==> src/rtl/mult_div_unit.sv <==
// Iterative multiply/divide unit: radix-2 shift-add multiply and restoring divide,
// one bit per cycle, with sign fix-up and a start/busy/done handshake into HI/LO.
module mult_div_unit #(
    parameter int WIDTH = 32
) (
    input  logic             CLK,
    input  logic             nRST,
    input  logic             start,
    input  logic [1:0]       op,
    input  logic [WIDTH-1:0] portA,
    input  logic [WIDTH-1:0] portB,
    output logic             busy,
    output logic             done,
    output logic [WIDTH-1:0] hi,
    output logic [WIDTH-1:0] lo,
    output logic             div_by_zero
);

    localparam int CNT_W = $clog2(WIDTH);

    typedef enum logic [1:0] {IDLE, RUN, FIX, DONE} state_t;

    state_t             state_reg, state_next;
    logic [CNT_W-1:0]   count_reg;
    logic               is_div_reg;
    logic               neg_lo_reg;
    logic               neg_hi_reg;
    logic               dz_reg;
    logic [WIDTH-1:0]   operand_reg;
    logic [WIDTH-1:0]   work_reg;
    logic [WIDTH-1:0]   rem_reg;
    logic [WIDTH-1:0]   orig_a_reg;
    logic [WIDTH-1:0]   hi_reg;
    logic [WIDTH-1:0]   lo_reg;
    logic               dz_out_reg;

    logic               signed_op;
    logic [WIDTH-1:0]   abs_a;
    logic [WIDTH-1:0]   abs_b;
    logic [WIDTH:0]     mul_sum;
    logic [WIDTH:0]     div_shift;
    logic [WIDTH:0]     div_diff;
    logic               div_fits;
    logic [WIDTH-1:0]   rem_step;
    logic [WIDTH-1:0]   work_step;
    logic [2*WIDTH-1:0] product;
    logic [2*WIDTH-1:0] product_fix;
    logic [WIDTH-1:0]   quo_fix;
    logic [WIDTH-1:0]   rem_fix;
    logic [WIDTH-1:0]   fix_hi;
    logic [WIDTH-1:0]   fix_lo;

    assign signed_op = ~op[0];
    assign abs_a     = (signed_op && portA[WIDTH-1]) ? (~portA + 1'b1) : portA;
    assign abs_b     = (signed_op && portB[WIDTH-1]) ? (~portB + 1'b1) : portB;

    always_comb begin
        state_next = state_reg;
        busy       = 1'b0;
        done       = 1'b0;
        case (state_reg)
            IDLE: if (start) state_next = RUN;
            RUN: begin
                busy = 1'b1;
                if (count_reg == CNT_W'(WIDTH-1)) state_next = FIX;
            end
            FIX: begin
                busy       = 1'b1;
                state_next = DONE;
            end
            DONE: begin
                done       = 1'b1;
                state_next = IDLE;
            end
            default: state_next = IDLE;
        endcase
    end

    // rem_reg/work_reg are shared: {upper, lower} product halves when multiplying,
    // {partial remainder, dividend->quotient shift register} when dividing.
    always_comb begin
        mul_sum   = {1'b0, rem_reg} + (work_reg[0] ? {1'b0, operand_reg} : '0);
        div_shift = {rem_reg, work_reg[WIDTH-1]};
        div_diff  = div_shift - {1'b0, operand_reg};
        div_fits  = ~div_diff[WIDTH];
        if (is_div_reg) begin
            rem_step  = div_fits ? div_diff[WIDTH-1:0] : div_shift[WIDTH-1:0];
            work_step = {work_reg[WIDTH-2:0], div_fits};
        end else begin
            rem_step  = mul_sum[WIDTH:1];
            work_step = {mul_sum[0], work_reg[WIDTH-1:1]};
        end
    end

    always_comb begin
        product     = {rem_reg, work_reg};
        product_fix = neg_lo_reg ? (~product + 1'b1) : product;
        quo_fix     = neg_lo_reg ? (~work_reg + 1'b1) : work_reg;
        rem_fix     = neg_hi_reg ? (~rem_reg + 1'b1) : rem_reg;
        if (!is_div_reg) begin
            fix_hi = product_fix[2*WIDTH-1:WIDTH];
            fix_lo = product_fix[WIDTH-1:0];
        end else if (dz_reg) begin
            // Divide by zero reports the untouched dividend rather than the
            // all-ones quotient/magnitude the datapath naturally produces.
            fix_hi = orig_a_reg;
            fix_lo = '1;
        end else begin
            fix_hi = rem_fix;
            fix_lo = quo_fix;
        end
    end

    always_ff @(posedge CLK or negedge nRST) begin
        if (!nRST) begin
            state_reg   <= IDLE;
            count_reg   <= '0;
            is_div_reg  <= 1'b0;
            neg_lo_reg  <= 1'b0;
            neg_hi_reg  <= 1'b0;
            dz_reg      <= 1'b0;
            operand_reg <= '0;
            work_reg    <= '0;
            rem_reg     <= '0;
            orig_a_reg  <= '0;
            hi_reg      <= '0;
            lo_reg      <= '0;
            dz_out_reg  <= 1'b0;
        end else begin
            state_reg <= state_next;
            case (state_reg)
                IDLE: begin
                    if (start) begin
                        is_div_reg  <= op[1];
                        operand_reg <= op[1] ? abs_b : abs_a;
                        work_reg    <= op[1] ? abs_a : abs_b;
                        rem_reg     <= '0;
                        count_reg   <= '0;
                        neg_lo_reg  <= signed_op & (portA[WIDTH-1] ^ portB[WIDTH-1]);
                        neg_hi_reg  <= signed_op & op[1] & portA[WIDTH-1];
                        dz_reg      <= op[1] & (portB == '0);
                        orig_a_reg  <= portA;
                    end
                end
                RUN: begin
                    rem_reg   <= rem_step;
                    work_reg  <= work_step;
                    count_reg <= count_reg + 1'b1;
                end
                FIX: begin
                    hi_reg     <= fix_hi;
                    lo_reg     <= fix_lo;
                    dz_out_reg <= is_div_reg & dz_reg;
                end
                default: ;
            endcase
        end
    end

    assign hi          = hi_reg;
    assign lo          = lo_reg;
    assign div_by_zero = dz_out_reg;

endmodule

==> config.mk <==
export PLATFORM = sky130hd
export DESIGN_NAME = mult_div_unit
export DESIGN_NICKNAME = d
export VERILOG_FILES = /design/src/rtl/mult_div_unit.sv
export SDC_FILE = /design/constraint.sdc
export NUM_CORES = 1
export LEC_CHECK = 0
export BUFFER_PORTS_ARGS = -buffer_cell sky130_fd_sc_hd__buf_4
export CAP_MARGIN = 10
export CORE_UTILIZATION = 50
export CTS_CLUSTER_DIAMETER = 150
export DETAILED_ROUTE_END_ITERATION = 10
export PLACE_DENSITY = 0.71
export SLEW_MARGIN = 20
export SYNTH_ARGS = -nofsm -noshare
export SYNTH_HDL_FRONTEND = slang
export SYNTH_SLANG_ARGS = --single-unit
==> constraint.sdc <==
create_clock -name CLK -period 3.4 [get_ports CLK]
set_input_delay 0.17 -clock CLK [delete_from_list [all_inputs] [get_ports CLK]]
set_output_delay 0.17 -clock CLK [all_outputs]
set_load 0.1 [all_outputs]
; ---- Word-level counts from Yosys, hierarchy flattened
; Index checks and enable logic that the tools add are counted.
[op_classes]
bitwise_logic = 13
n_addsub = 8
n_reduce_logical = 9
n_mux = 26
eq_ne = 6
[op_table]
columns = op, n
row1 = 2-to-1 mux 32 bit, 16
row2 = "adder 32 x 1 -> 32 bit, second input constant", 4
row3 = inverter 32 bit, 4
row4 = one-hot mux 32 bit (2 select lines), 2
row5 = "adder 64 x 1 -> 64 bit, second input constant", 1
row6 = 2-to-1 mux 64 bit, 1
row7 = inverter 64 bit, 1
row8 = adder 32 x 32 -> 33 bit, 1
row9 = subtractor 33 x 32 -> 33 bit, 1
row10 = zero test 32 bit, 1
row11 = one-hot mux 5 bit (2 select lines), 1
row12 = one-hot mux 2 bit (4 select lines), 1
row13 = AND reduction 2 bit, 3
row14 = "adder 5 x 1 -> 5 bit, second input constant", 1
row15 = AND 1 bit, 5
row16 = "equality test 5 bit, second input constant", 1
row17 = 2-to-1 mux 5 bit, 1
row18 = "equality test 2 bit, second input constant", 2
row19 = 2-to-1 mux 2 bit, 2
row20 = "inequality test 2 bit, second input constant", 2
row21 = "equality test 2 x 1 -> 1 bit, second input constant", 1
row22 = logical AND 1 bit, 2
row23 = zero test 2 bit, 1
row24 = 2-to-1 mux 1 bit, 2
row25 = other kinds (4), 5
[totals]
reg_bits = 204
word_cells = 75
output_inout_bits = 67

; ---- Longest topological paths before layout
; Gate-level depths: netlist of the first run.
[logic_depth]
depth_word = 6
mapped_depth = 14
mapped_depth_nobuf = 13

; ---- Worst setup path after synthesis of the first run
; No wires, ideal clock.
[synth_path]
kind = register to register
from = reg work_reg[0]
to = reg rem_reg[30]
n_path_buf = 2
slack_ps = 242
required_ps = 3278
path_stages_with_launch = 14
setup_ps = 122
period_less_slack_ps = 3158
arrival_ps = 3036
path_cell_list = dfrtp_1 > inv_1 > clkbuf_1 > nor2_1 > ha_1 > clkbuf_1 > nand4_1 > or3_1 > nor2_1 > a211oi_1 > a311o_1 > xnor2_1 > or2_2 > a32o_1
[synth_via]
elab_chain_len = 4
[synth_lines]
columns = item, line_no
row1 = from (decl), 30  ; logic [WIDTH-1:0] work_reg;
row2 = from (signal assigned), 136  ; work_reg <= op[1] ? abs_a : abs_b;
row3 = from (signal assigned), 147  ; work_reg <= work_step;
row4 = 2-to-1 mux 32 bit, 82  ; mul_sum = {1'b0, rem_reg} + (work_reg[0] ? {1'b0, operand_reg} : '0);
row5 = adder 32 x 32 -> 33 bit, 82
row6 = 2-to-1 mux 32 bit, 86  ; if (is_div_reg) begin
row7 = one-hot mux 32 bit (2 select lines), 131  ; case (state_reg)
row8 = to (signal assigned), 146  ; rem_reg <= rem_step;
row9 = to (decl), 31  ; logic [WIDTH-1:0] rem_reg;
; Every way passes these cells.
; A chain may end at the register's enable or synchronous reset.

; ---- Worst setup path after layout of the first run
[layout_path]
from = reg rem_reg[1]
to = reg hi_reg[11] (netlist: hi[11])
[layout_via]
elab_chain_len = 5
word_cells_on_any_way = 8
[layout_lines]
columns = item, line_no
row1 = inverter 32 bit, 99  ; rem_fix = neg_hi_reg ? (~rem_reg + 1'b1) : rem_reg;
row2 = adder 32 x 1 -> 32 bit, 99
row3 = 2-to-1 mux 32 bit, 99
row4 = 2-to-1 mux 32 bit, 103  ; end else if (dz_reg) begin
row5 = 2-to-1 mux 32 bit *, 100  ; if (!is_div_reg) begin
row6 = to (signal assigned), 151  ; hi_reg <= fix_hi;
row7 = to (decl), 33  ; logic [WIDTH-1:0] hi_reg;
; Every way passes the cells marked *; elsewhere a longest branch is shown, timed or not.

==> results of run 1 <==
layout by cell type, fill, tap and decap left out, types with 29 or more instances in the layout:
| cell | count |
|---|---|
| o21ai_0 | 172 |
| nand2_1 | 209 |
| nor2_1 | 233 |
| xnor2_1 | 98 |
| ha_1 | 71 |
| mux2i_1 | 38 |
| nor3_1 | 34 |
| inv_1 | 78 |
| xor2_1 | 87 |
| nand3_1 | 32 |
| dlygate4sd3_1 | 40 |
| dfrtp_1 | 202 |
| a21oi_1 | 228 |
| buf_4 | 264 |
| o211ai_1 | 29 |
| mux2_2 | 52 |
| a21o_1 | 30 |
through the flow:
stage / area (µm²) / power [W] / TNS, ns / util, %
floorplan: 16800 / 0.0156 / 0 / -
global placement: 18900 / 0.0199 / 0 / 57.7
detailed placement: 18900 / 0.0201 / -0.260 / 57.7
CTS: 20100 / 0.0229 / 0 / 61.4
global route: 20300 / 0.0247 / 0 / 61.8
finish: 20300 / 0.0232 / 0 / 61.8
power by group through the flow:
| stage | combinational (W) | clock (W) | sequential, W |
|---|---|---|---|
| detailed placement | 0.0154 | 0 | 0.00466 |
| CTS | 0.0156 | 0.00271 | 0.00463 |
| global placement | 0.0152 | 0 | 0.00462 |
| finish | 0.0158 | 0.00267 | 0.00469 |
| floorplan | 0.00886 | 0 | 0.00671 |
| global route | 0.0171 | 0.00278 | 0.00480 |
worst max-delay path: cells and delay by family, from the launching register on:
family	cells	cell delay (ns)
compound gates	2	0.36
simple gates	6	1.76
flops	1	0.45
xor+xnor	1	0.16
buf+inv	2	0.42
final cells by class:
type,count,area (µm²)
Clock inverter,12,116
Clock buffer,32,692
Inverter,82,308
Tap cell,442,553
Fill cell,2887,12500
Sequential cell,204,5110
Timing Repair Buffer,310,2490
Multi-Input combinational cell,1700,11000
path summary, 6_finish.rpt:
check | start | to | slack [ns] | depth (start not counted)
worst max-delay path | rem_reg[1] | hi[11] | 0.12 | 11
worst min-delay path | portB[27] | dz_reg | 0.03 | 4
worst max register to register | rem_reg[1] | hi[11] | 0.12 | 11
worst min register to register | operand_reg[21] | operand_reg[21] | 0.47 | 2
max in group asynchronous | nRST | orig_a_reg[12] | 2.14 | 3
min in group asynchronous | nRST | rem_reg[27] | 0.24 | 2
cell usage after synthesis (14+ instances only):
cell type / instances / area share, %
nor2_1: 233 / 5.2
inv_1: 79 / 1.8
nand2b_1: 25 / 0.93
ha_1: 74 / 5.5
o221ai_1: 17 / 0.89
a31oi_1: 18 / 0.67
and2_1: 14 / 0.52
nand3_1: 32 / 0.95
clkbuf_1: 116 / 2.6
xor2_1: 87 / 4.5
mux2i_1: 38 / 2.3
a21oi_1: 229 / 6.8
a21o_1: 30 / 1.3
nand2_1: 210 / 4.7
o31ai_1: 25 / 1.1
o211ai_1: 29 / 1.3
xnor2_1: 98 / 5.1
mux2_2: 52 / 3.5
o21ai_0: 175 / 5.2
nor3_1: 35 / 1.0
o21a_1: 16 / 0.71
a211oi_1: 28 / 1.3
dfrtp_1: 204 / 30
nor4_1: 20 / 0.74
or3_1: 23 / 0.86
nand4_1: 20 / 0.74
kinds of logic after synthesis:
family | Yosys count | share of synthesized area (%)
simple gates | 684 | 19.1
compound gates | 665 | 24.4
buf+inv | 218 | 5.05
flops | 204 | 30.4
xor+xnor | 185 | 9.64
mux | 90 | 5.75
fa+ha+maj | 76 | 5.75
per-layer routing:
metal  track usage (%)  share of wire [%]
met1              45.9                 43
met2              50.5                 43
met3              6.27                7.9
met4              18.0                5.2
met5                 0              0.020
timing repair:
| item | 4_1_cts | 5_1_grt |
|---|---|---|
| setup endpoints to repair | 9 | 29 |
| hold endpoints to repair | 129 | 0 |
| setup buffers | 0 | 3 |
| resized for setup | 3 | 18 |
| hold buffers | 40 | 0 |
| pin swaps | 0 | 8 |
==> flow_summary.yaml, run 1 <==
run_status:
  status: "completed"
timing:
  final.period_utilization_pct: 96.4
  whs_ns: 0.0256
  setup_viol: 0
  setup_slack_ns: 0.123
  tightest_slew_ns: 0.886
  clock_skew_ns: 0.0216
  rsz0062_at_grt: "no"
  period_minus_slack_ns: 3.28
  slew_headroom_pct: 40.9
  finalHoldViolations: 0
  slew_viol_final: 0
  fmax_mhz: 305
pwr:
  seq_power_share_pct: 20.2
  p_int_w: 0.0106
  swShare_pct: 54.2
  power.switching_w: 0.0126
  p_leak_nw: 8.86
  clockPowerShare_pct: 11.5
  ir_drop_mv: 0.996
  combPwrFrac_pct: 68.3
  powerDensity_mw_per_mm2: 1150
worst_setup_path:
  crit_path_end_kind: "flip-flop"
  crit_chain: "buf_4, or4_1, or3_1, nor2_1, nand4_1, buf_4, nand2_1, xor2_1, nor2_1, a21oi_2, a21oi_1"
  start_kind: "flip-flop"
  worstPathArrival_ns: 3.67
  crit_fanout: 6
  critical-path-max-stage-delay_ns: 0.60
  worst_path_max_delay_cell: "or4_1"
  required_ns: 3.79
  path_class: "reg2reg"
hold_path:
  hold_path_class: "in2reg"
floorplanning:
  num_rows: 66
  dieArea_mm2: 0.0344
  start_util_pct: 51.3
  die_w_um: 185
  io_pins: 136
  coreArea_mm2: 0.0328
  die_y_um: 185
route:
  viasPerCell: 6.11
  first_iter_violations: 1537
  drcViolationCount: 0
  drt-total-wl_mm: 58.6
  dr.pass1.iters: 5
  ant_nets: 0
  route.detailed.wl_per_inst_um: 21.0
  via_count: 17000
global_route:
  grt_first_pass_wirelength_mm: 88.7
  grt_max_degree: 97
  grt_overflow: 0
  grt_pass1_vias: 16000
  grt_use_total_pct: 33.7
  antenna_found_initial: 1
placement:
  place_congestion: 1.01
  hpwl_mm: 44.3
  dp.cells: 2695
  io_buffers: 135
  pre_cts_ws_ns: -0.0682
clocking:
  clkTransAtPathRegs_ns: 0.06
  cts_tree: "built"
  clock-sinks: 204
  root_buffer: "clkbuf_16"
  cts-htree-levels: 1
  clk_latency_ns: 0.55
  numCtsBuffers: 25
  clockBufferDepth: 3
synth:
  yosysSeqAreaShare_pct: 30.4
  syn_nets: 2267
  yosys_warnings: 0
  ys.flop_type: "dfrtp_1"
  ys_types: 88
  netlist_area_mm2: 0.0168
  syn_inst: 2122
  synth_area_per_cell_um2: 7.92
  ys_seq_elements: 204
  synth_edf_count: 0
  async_reset_ff_share_pct: 100
finish:
  fin_cells: 2782
  antennaDiodeCount: 0
  drive_gt1_share_pct: 17.8
  nNetsFinal: 2468
  area_delta_synth_final_pct: 20.5
run:
  maxCapViolCount: 0
No activity file was read; power rests on OpenSTA's default activity.
==> run 2: changes to the inputs <==
Settings changed: CORE_ASPECT_RATIO set to 0.5, CORE_MARGIN set to 2.
==> run 2 against run 1 <==
Effect of this change: non-clock buffer count is 27 lower; via count is 0.47% higher; die area is 2.4% higher; sequential share of layout area is 0.37 points higher; sequential power hardly changed; core utilization is 1.5 points lower; wire length is 1.6% higher; register-to-register slack worse by 0.02 ns; critical path type unchanged; highest routed layer is now met4.
==> flow_summary.yaml, run 2 (synthesis results as in run 1) <==
worst_setup_path:
  r2r_cells: 10
  start_kind: "flip-flop"
  worstPathArrival_ns: 3.71
  rrSetupSlack_ns: 0.10
  crit_fanout: 5
  required_ns: 3.81
  crit_start: "rem_reg[3]"
  r2r-start: "rem_reg[3]"
  path_class: "reg2reg"
  crit_path_end_kind: "flip-flop"
  r2r_end: "hi[11]"
hold_path:
  hold_path_end: "count_reg[3]"
  whs_path_depth: 3
  hold_path_class: "in2reg"
  min-delay-start: "start"
timing:
  slew_viol_final: 0
  rsz0062_at_grt: "no"
  setup_viol: 0
  period_minus_slack_ns: 3.30
  final.period_utilization_pct: 97.0
  tightest_slew_ns: 0.982
  finalHoldViolations: 0
  fmax_mhz: 303
  fin_tns_setup_ns: 0
  slew_headroom_pct: 33.8
  clock_skew_ns: 0.0142
finish:
  final_cell_mix: "237 x buf_4, 231 x nor2_1, 229 x a21oi_1, 209 x nand2_1, 201 x dfrtp_1"
  nNetsFinal: 2437
  fin_util_pct: 60.3
  area_delta_synth_final_pct: 18.8
  antennaDiodeCount: 0
  final_common_cell: "buf_4"
  drive_gt1_share_pct: 16.5
  design_area_mm2: 0.0200
placement:
  place_congestion: 1.01
  io_buffers: 135
  hpwl_mm: 44.3
  placed_cell_area_mm2: 0.0187
floorplanning:
  die_y_um: 134
  start_util_pct: 50.8
  dieArea_mm2: 0.0352
  io_pins: 136
  coreArea_mm2: 0.0331
  die_w_um: 263
  num_rows: 47
pwr:
  p_leak_nw: 8.68
  ir_drop_mv: 0.787
  powerDensity_mw_per_mm2: 1160
route:
  drt-total-wl_mm: 59.5
  via_count: 17100
  viasPerCell: 6.21
  dr.pass1.iters: 6
  route.detailed.wl_per_inst_um: 21.6
  ant_nets: 0
  first_iter_violations: 2068
  drcViolationCount: 0
global_route:
  grt_first_pass_wirelength_mm: 91.9
  grt_max_degree: 115
  grt_overflow: 0
  grt_use_total_pct: 33.3
  grt_pass1_vias: 15800
  antenna_found_initial: 4
clocking:
  clock-sinks: 204
  root_buffer: "clkbuf_16"
  numCtsBuffers: 21
  clkTransAtPathRegs_ns: 0.07
  clockBufferDepth: 3
  cts-htree-levels: 1
  cts_tree: "built"
  clk_latency_ns: 0.54
run_status:
  status: "completed"
run:
  maxCapViolCount: 0
-- run 2: area by class of cell --
type | instances | area, µm²
Sequential cell | 204 | 5110
Clock buffer | 28 | 592
Tap cell | 441 | 552
Fill cell | 2977 | 13100
Multi-Input combinational cell | 1700 | 10900
Clock inverter | 10 | 185
Inverter | 82 | 308
Timing Repair Buffer | 283 | 2280
-- run 2: metrics by stage --
stage | std cells | hold slack, ns | power [W] | worst slack [ns]
4_1_cts | 2746 | 0.0108 | 0.0227 | 0.0113
5_1_grt | 2748 | 0.0524 | 0.0245 | 0.00157
3_3_place_gp | 2668 | 0.331 | 0.0197 | 0.0507
6_report | 2748 | 0.0208 | 0.0231 | 0.102
2_1_floorplan | 2122 | -0.126 | 0.0156 | 0.242
3_5_place_dp | 2668 | 0.330 | 0.0199 | -0.0189
-- run 2: per-layer routing --
metal / global-route usage (%) / routed length, µm / vias to the layer above
met5: 0 / 0 / -
met4: 8.51 / 1620 / 0
met3: 7.99 / 6700 / 113
met2: 48.1 / 24700 / 866
met1: 49.6 / 26400 / 8158
li1: - / - / 7936
-- run 2: timing repair --
action | in CTS | in global routing
endpoints found under the setup margin | 4 | 27
buffers inserted | 0 | 2
hold buffers | 40 | 0
pin swaps | 0 | 3
resized for setup | 1 | 15
cloned | 0 | 0
endpoints found under the hold margin | 149 | 0
-- run 2: worst max-delay path by stage --
| stage | endpoint |
|---|---|
| 3_3_place_gp | rem_reg[18] |
| 3_5_place_dp | rem_reg[25] |
| 5_1_grt | rem_reg[25] |
| 4_1_cts | rem_reg[23] |
| 6_report | hi[11] |
| 2_1_floorplan | rem_reg[30] |
-- run 2: worst max-delay path, stage by stage, from the launching register on --
cell and delay, ns:
dfrtp_1 0.48, buf_4 0.21, or4_1 0.57, or3_1 0.41, nor2_1 0.33, nand4_1 0.41, nand2_1 0.20, xor2_1 0.16
nor2_1 0.05, a21oi_1 0.22, a21oi_1 0.10
-- run 2: power breakdown --
part           internal (W)  switching [W]  total, W
clock               0.00161        0.00108   0.00268
combinational       0.00537         0.0104    0.0158
sequential          0.00352        0.00116   0.00469
